$ cat config.mk
export PLATFORM = sky130hd
export DESIGN_NAME = aes_result_spi_tx
export DESIGN_NICKNAME = d
export VERILOG_FILES = /design/src/rtl/aes_result_spi_tx.sv
export SDC_FILE = /design/constraint.sdc
export NUM_CORES = 1
export LEC_CHECK = 0
export ABC_AREA = 1
export CORE_UTILIZATION = 50
export CTS_BUF_LIST = sky130_fd_sc_hd__clkbuf_8
export DETAILED_ROUTE_END_ITERATION = 7
export GPL_TIMING_DRIVEN = 0
export PLACE_DENSITY = 0.69
export REMOVE_ABC_BUFFERS = 1
export SLEW_MARGIN = 25
export SYNTH_ARGS = -nofsm -noshare
export SYNTH_HDL_FRONTEND = slang
export SYNTH_SLANG_ARGS = --single-unit
$ cat constraint.sdc
create_clock -name clk -period 2.2 [get_ports clk]
set_input_delay 0.55 -clock clk [delete_from_list [all_inputs] [get_ports clk]]
set_output_delay 0.55 -clock clk [all_outputs]
set_load 0.005 [all_outputs]
$ cat src/rtl/aes_result_spi_tx.sv
// Captures the cipher result and serialises it MSB-first on MISO under active-low cs.
// Define AES_TX_CRC8_EN to append a serially computed CRC-8 (poly 0x07) to each frame.
module aes_result_spi_tx #(
  parameter int unsigned DATA_W = 128
) (
  input  logic              clk,
  input  logic              rst,
  input  logic [DATA_W-1:0] data_in,
  input  logic              data_valid,
  input  logic              cs,
  output logic              miso,
  output logic              ready,
  output logic              busy,
  output logic              overrun
);

`ifdef AES_TX_CRC8_EN
  localparam int unsigned F = DATA_W + 8;
`else
  localparam int unsigned F = DATA_W;
`endif
  localparam int unsigned CW = $clog2(F);
  localparam logic [CW-1:0] CNT_LAST = CW'(F - 1);

  typedef enum logic [1:0] {IDLE, LOADED, SHIFT, DONE} state_t;

  state_t            state;
  logic [DATA_W-1:0] hold;
  logic [F-1:0]      shreg;
  logic [F-1:0]      shreg_adv;
  logic [CW-1:0]     cnt;
  logic              shift_en;

  function automatic logic [F-1:0] load_frame(input logic [DATA_W-1:0] d);
`ifdef AES_TX_CRC8_EN
    return {d, 8'h00};
`else
    return d;
`endif
  endfunction

  // True on every edge at which the host samples a frame bit.
  assign shift_en = !cs && ((state == LOADED && !data_valid) || state == SHIFT);

`ifdef AES_TX_CRC8_EN
  localparam logic [CW-1:0] CNT_PAY_LAST = CW'(DATA_W - 1);

  logic [7:0] crc;
  logic [7:0] crc_nx;

  function automatic logic [7:0] crc8_step(input logic [7:0] c, input logic b);
    logic fb;
    fb = c[7] ^ b;
    return {c[6:0], 1'b0} ^ (fb ? 8'h07 : 8'h00);
  endfunction

  // Once the last payload bit is sampled, the CRC replaces the exhausted tail.
  always_comb begin
    crc_nx    = (cnt <= CNT_PAY_LAST) ? crc8_step(crc, shreg[F-1]) : crc;
    shreg_adv = {shreg[F-2:0], 1'b0};
    if (state == SHIFT && cnt == CNT_PAY_LAST)
      shreg_adv = {crc_nx, {(F-8){1'b0}}};
  end

  always_ff @(posedge clk or negedge rst) begin
    if (!rst) crc <= 8'h00;
    else      crc <= shift_en ? crc_nx : 8'h00;
  end
`else
  assign shreg_adv = {shreg[F-2:0], 1'b0};
`endif

  always_ff @(posedge clk or negedge rst) begin
    if (!rst) begin
      state   <= IDLE;
      hold    <= '0;
      shreg   <= '0;
      cnt     <= '0;
      ready   <= 1'b0;
      busy    <= 1'b0;
      overrun <= 1'b0;
    end else begin
      unique case (state)
        IDLE, DONE: begin
          if (data_valid) begin
            hold  <= data_in;
            shreg <= load_frame(data_in);
            cnt   <= '0;
            state <= LOADED;
            ready <= 1'b1;
          end else if (state == DONE && cs) begin
            state <= IDLE;
          end
        end
        LOADED: begin
          if (data_valid) begin
            hold    <= data_in;
            shreg   <= load_frame(data_in);
            overrun <= 1'b1;
          end else if (!cs) begin
            shreg   <= shreg_adv;
            cnt     <= CW'(1);
            state   <= SHIFT;
            busy    <= 1'b1;
            overrun <= 1'b0;
          end
        end
        SHIFT: begin
          if (data_valid) overrun <= 1'b1;
          if (cs) begin
            shreg <= load_frame(hold);
            cnt   <= '0;
            state <= LOADED;
            busy  <= 1'b0;
          end else if (cnt == CNT_LAST) begin
            shreg <= shreg_adv;
            cnt   <= '0;
            state <= DONE;
            ready <= 1'b0;
            busy  <= 1'b0;
          end else begin
            shreg <= shreg_adv;
            cnt   <= cnt + CW'(1);
          end
        end
        default: state <= IDLE;
      endcase
    end
  end

  // ready is high exactly in LOADED and SHIFT, so it gates MISO directly.
  assign miso = !cs && ready && shreg[F-1];

endmodule

==> results.toml <==
[floorplan]
dieHeight_um = 169
core_area_mm2 = 0.0271
die_w_um = 169
fp.dieArea_mm2 = 0.0285
design.portCount = 136
start_util_pct = 51.3
core.rowCount = 60

[yosys]
synth_sequential_area_ratio_pct = 48.3
ys_warn_count = 0
postSynthCellCount = 2124
synth.ff_latch_count = 268
syn_area_per_cell_um2 = 6.54
netlist_top_cells_area = "sky130_fd_sc_hd__dfrtp_1 (48%), sky130_fd_sc_hd__nand2_1 (26%), sky130_fd_sc_hd__nor2_1 (14%)"
synth_cell_types = 15
post-synth-top-area-fraction_pct = 48.3
synth_area_mm2 = 0.0139
synthDominantAreaCellType = "sky130_fd_sc_hd__dfrtp_1"

[power]
power_frac_comb_pct = 46.3
cellPowerDensity_mw_per_mm2 = 1310
total_leakage_power_nw = 9.69
p_int_mw = 13.7
netSwitchingFraction_pct = 40.3
power.total_mw = 22.9
worst_ir_drop_vdd_v = 0.000597
power.clock.fraction_pct = 19.6
seq_power_share_pct = 34.1
total_switching_power_mw = 9.25

[worst_setup_path]
critical_path_required_ns = 2.63
timing.rr.start = "state[1]"
worst_setup_path_class = "flip-flop to flip-flop"
worst_setup_path_start_kind = "flip-flop"
worstPathCellList = "ha_4, buf_16, inv_8, nor2_4, nor2_4, buf_6, buf_16, buf_16, buf_12, nand2_1, nor2_1, nor2_1"
critical-path-max-stage-delay_ns = 0.44
worst-endpoint-arrival_ns = 2.56
critPathCaptureType = "flip-flop"
timing.reg2reg.setup_slack_ns = 0.07
worst_r2r_endpoint = "shreg[22]"
timing.critical_path.slowest_stage_cell = "sky130_fd_sc_hd__dfrtp_2"
cp_dominant_cell_by_count = "sky130_fd_sc_hd__buf_16"
critical_path_peak_fanout = 18
worst_reg2reg_path_depth = 12

[global_route]
first_global_vias = 12000
grt_pass1_wl_mm = 60.8
grt_max_degree = 89
grt_usage_pct = 26.4
grt_overflow = 0
antenna_found_initial = 1

[clocking]
max-clock-path-buffers = 3
cts-buffers-inserted = 46
cts_num_sinks = 268
insertion_delay_ns = 0.57
cts_max_level = 2
tritoncts_clock_tree = "yes"
cts_root_buffer = "sky130_fd_sc_hd__clkbuf_8"
clkTransAtPathRegs_ns = 0.06

[placed_design]
gpl.final_weighted_congestion = 0.788
buffer_ports.inserted = 135
cell_count_post_placement = 2554
hpwl_mm = 20.6
placedInstanceArea_mm2 = 0.0161

[drt]
num_vias = 12700
wire_per_inst_um = 13.7
drtIter0Drc = 917
route.detailed.drc = 0
wirelength_mm = 36.6
drt_pre_antenna_iters = 5
via_per_inst = 4.75
antenna_left = 0

[timing]
period_needed_ns = 2.13
finClkSkew_ns = 0.0240
rsz0062_at_grt = "yes"
tns_ns = 0
setup-violations-final = 0
hold_violations = 0
max_slew_margin_pct = 56.4
slew_at_the_pin_with_the_worst_max_slew_slack_ns = 0.653
final.period_utilization_pct = 96.7
max_clock_freq_mhz = 470
finalMaxSlewViolations = 0

[finish]
drive_above_1_share_pct = 6.41
utilization_pct = 64.6
final-instance-count-excl-fill = 2668
nets = 2400
most-common-layout-cells = "sky130_fd_sc_hd__nand2_1 (973), sky130_fd_sc_hd__nor2_1 (517), sky130_fd_sc_hd__dfrtp_1 (267)"
mostFrequentLayoutCell = "sky130_fd_sc_hd__nand2_1"
layout.cell_area.non_filler_mm2 = 0.0175
synthToLayoutAreaGrowth_pct = 26.1

[worst_hold_path]
holdCritPathClass = "flip-flop to flip-flop"
hold-path-cell-count = 2
hold_path_startpoint = "hold[107]"
whs_endpoint = "hold[107]"

[status]
outcome = "completed"

[run]
cap_violations = 0
==> area by class of cell <==
cell class | count | area, um2
fill | 2415 | 9590
multi-input combinational | 1577 | 6150
timing repair inverter | 1 | 8.76
sequential | 268 | 6710
timing repair buffer | 198 | 2600
clock buffer | 61 | 840
tap | 372 | 465
clock inverter | 18 | 73.8
inverter | 172 | 673
antenna | 1 | 2.50
==> repair_timing <==
item / in CTS / in global routing
hold buffers: 1 / 0
endpoints found under the hold margin: 54 / 0
setup buffers: 20 / 4
setup endpoints to repair: 193 / 103
gates cloned: 10 / 1
pin swaps: 4 / 1
resized for setup: 16 / 7
==> worst max path at each step <==
stage | start | endpoint | slack [ns] | cells past startpoint
after floorplan | state[0] | shreg[0] | -8.52 | 6
after global placement | state[0] | shreg[0] | -14.90 | 6
after detailed placement | state[0] | shreg[63] | -1.12 | 11
after CTS | ready | miso | 0.03 | 3
after global routing | state[1] | shreg[4] | 0.002 | 12
final | state[1] | shreg[22] | 0.07 | 12
==> routing by layer <==
metal | vias to the layer above | part of all wire [%] | track usage [%]
met4 | 0 | 1.9 | 7.79
met2 | 297 | 47 | 44.2
met3 | 53 | 4.7 | 4.00
met1 | 5795 | 46 | 35.5
li1 | 6525 | - | -
met5 | - | 0 | 0
==> kinds of logic (layout without fill, tap and decap cells) <==
| family | after synthesis | in the layout | synth area share, % |
|---|---|---|---|
| and+or+nand+nor | 1514 | 1517 | 41.1 |
| other | 0 | 1 | 0 |
| buffers and inverters | 282 | 450 | 8.24 |
| AOI/OAI and AO/OA | 56 | 56 | 2.04 |
| adders and majority gates | 4 | 4 | 0.360 |
| DFF | 268 | 268 | 48.3 |
==> synth_stat cells, drive strengths merged <==
cell / count
inv: 172
o21ai: 53
buf: 63
nor2: 523
nor3: 1
nand3: 16
nand2: 974
ha: 4
clkbuf: 47
dfrtp: 268
a21oi: 3
==> power by group through the flow <==
stage	clock network (mW)	registers, mW	logic (mW)
finish	4.49	7.83	10.6
global route	4.83	8.05	12.0
CTS	4.58	7.82	10.5
detailed placement	0	7.90	9.46
global placement	0	6.97	5.55
floorplan	0	7.30	5.21
==> critical path: cells and delay by family, from the launching register on <==
family	cells	cell delay [ns]
fa+ha+maj	1	0.27
simple gates	5	0.43
buf+inv	6	0.82
flops	1	0.44
==> stage by stage <==
| stage | hold WS, ns | setup slack [ns] |
|---|---|---|
| global placement | 0.453 | -14.90 |
| floorplan | 0.254 | -8.52 |
| global route | 0.485 | 0.00214 |
| finish | 0.466 | 0.0728 |
| detailed placement | 0.458 | -1.12 |
| CTS | 0.473 | 0.0262 |
==> registers in the layout (all words and copies together) (netlist names) <==
name     cells
hold       128
shreg      128
cnt          7
state        2
busy         1
overrun      1
ready        1
Note: power is estimated with default switching activity, not from simulation.
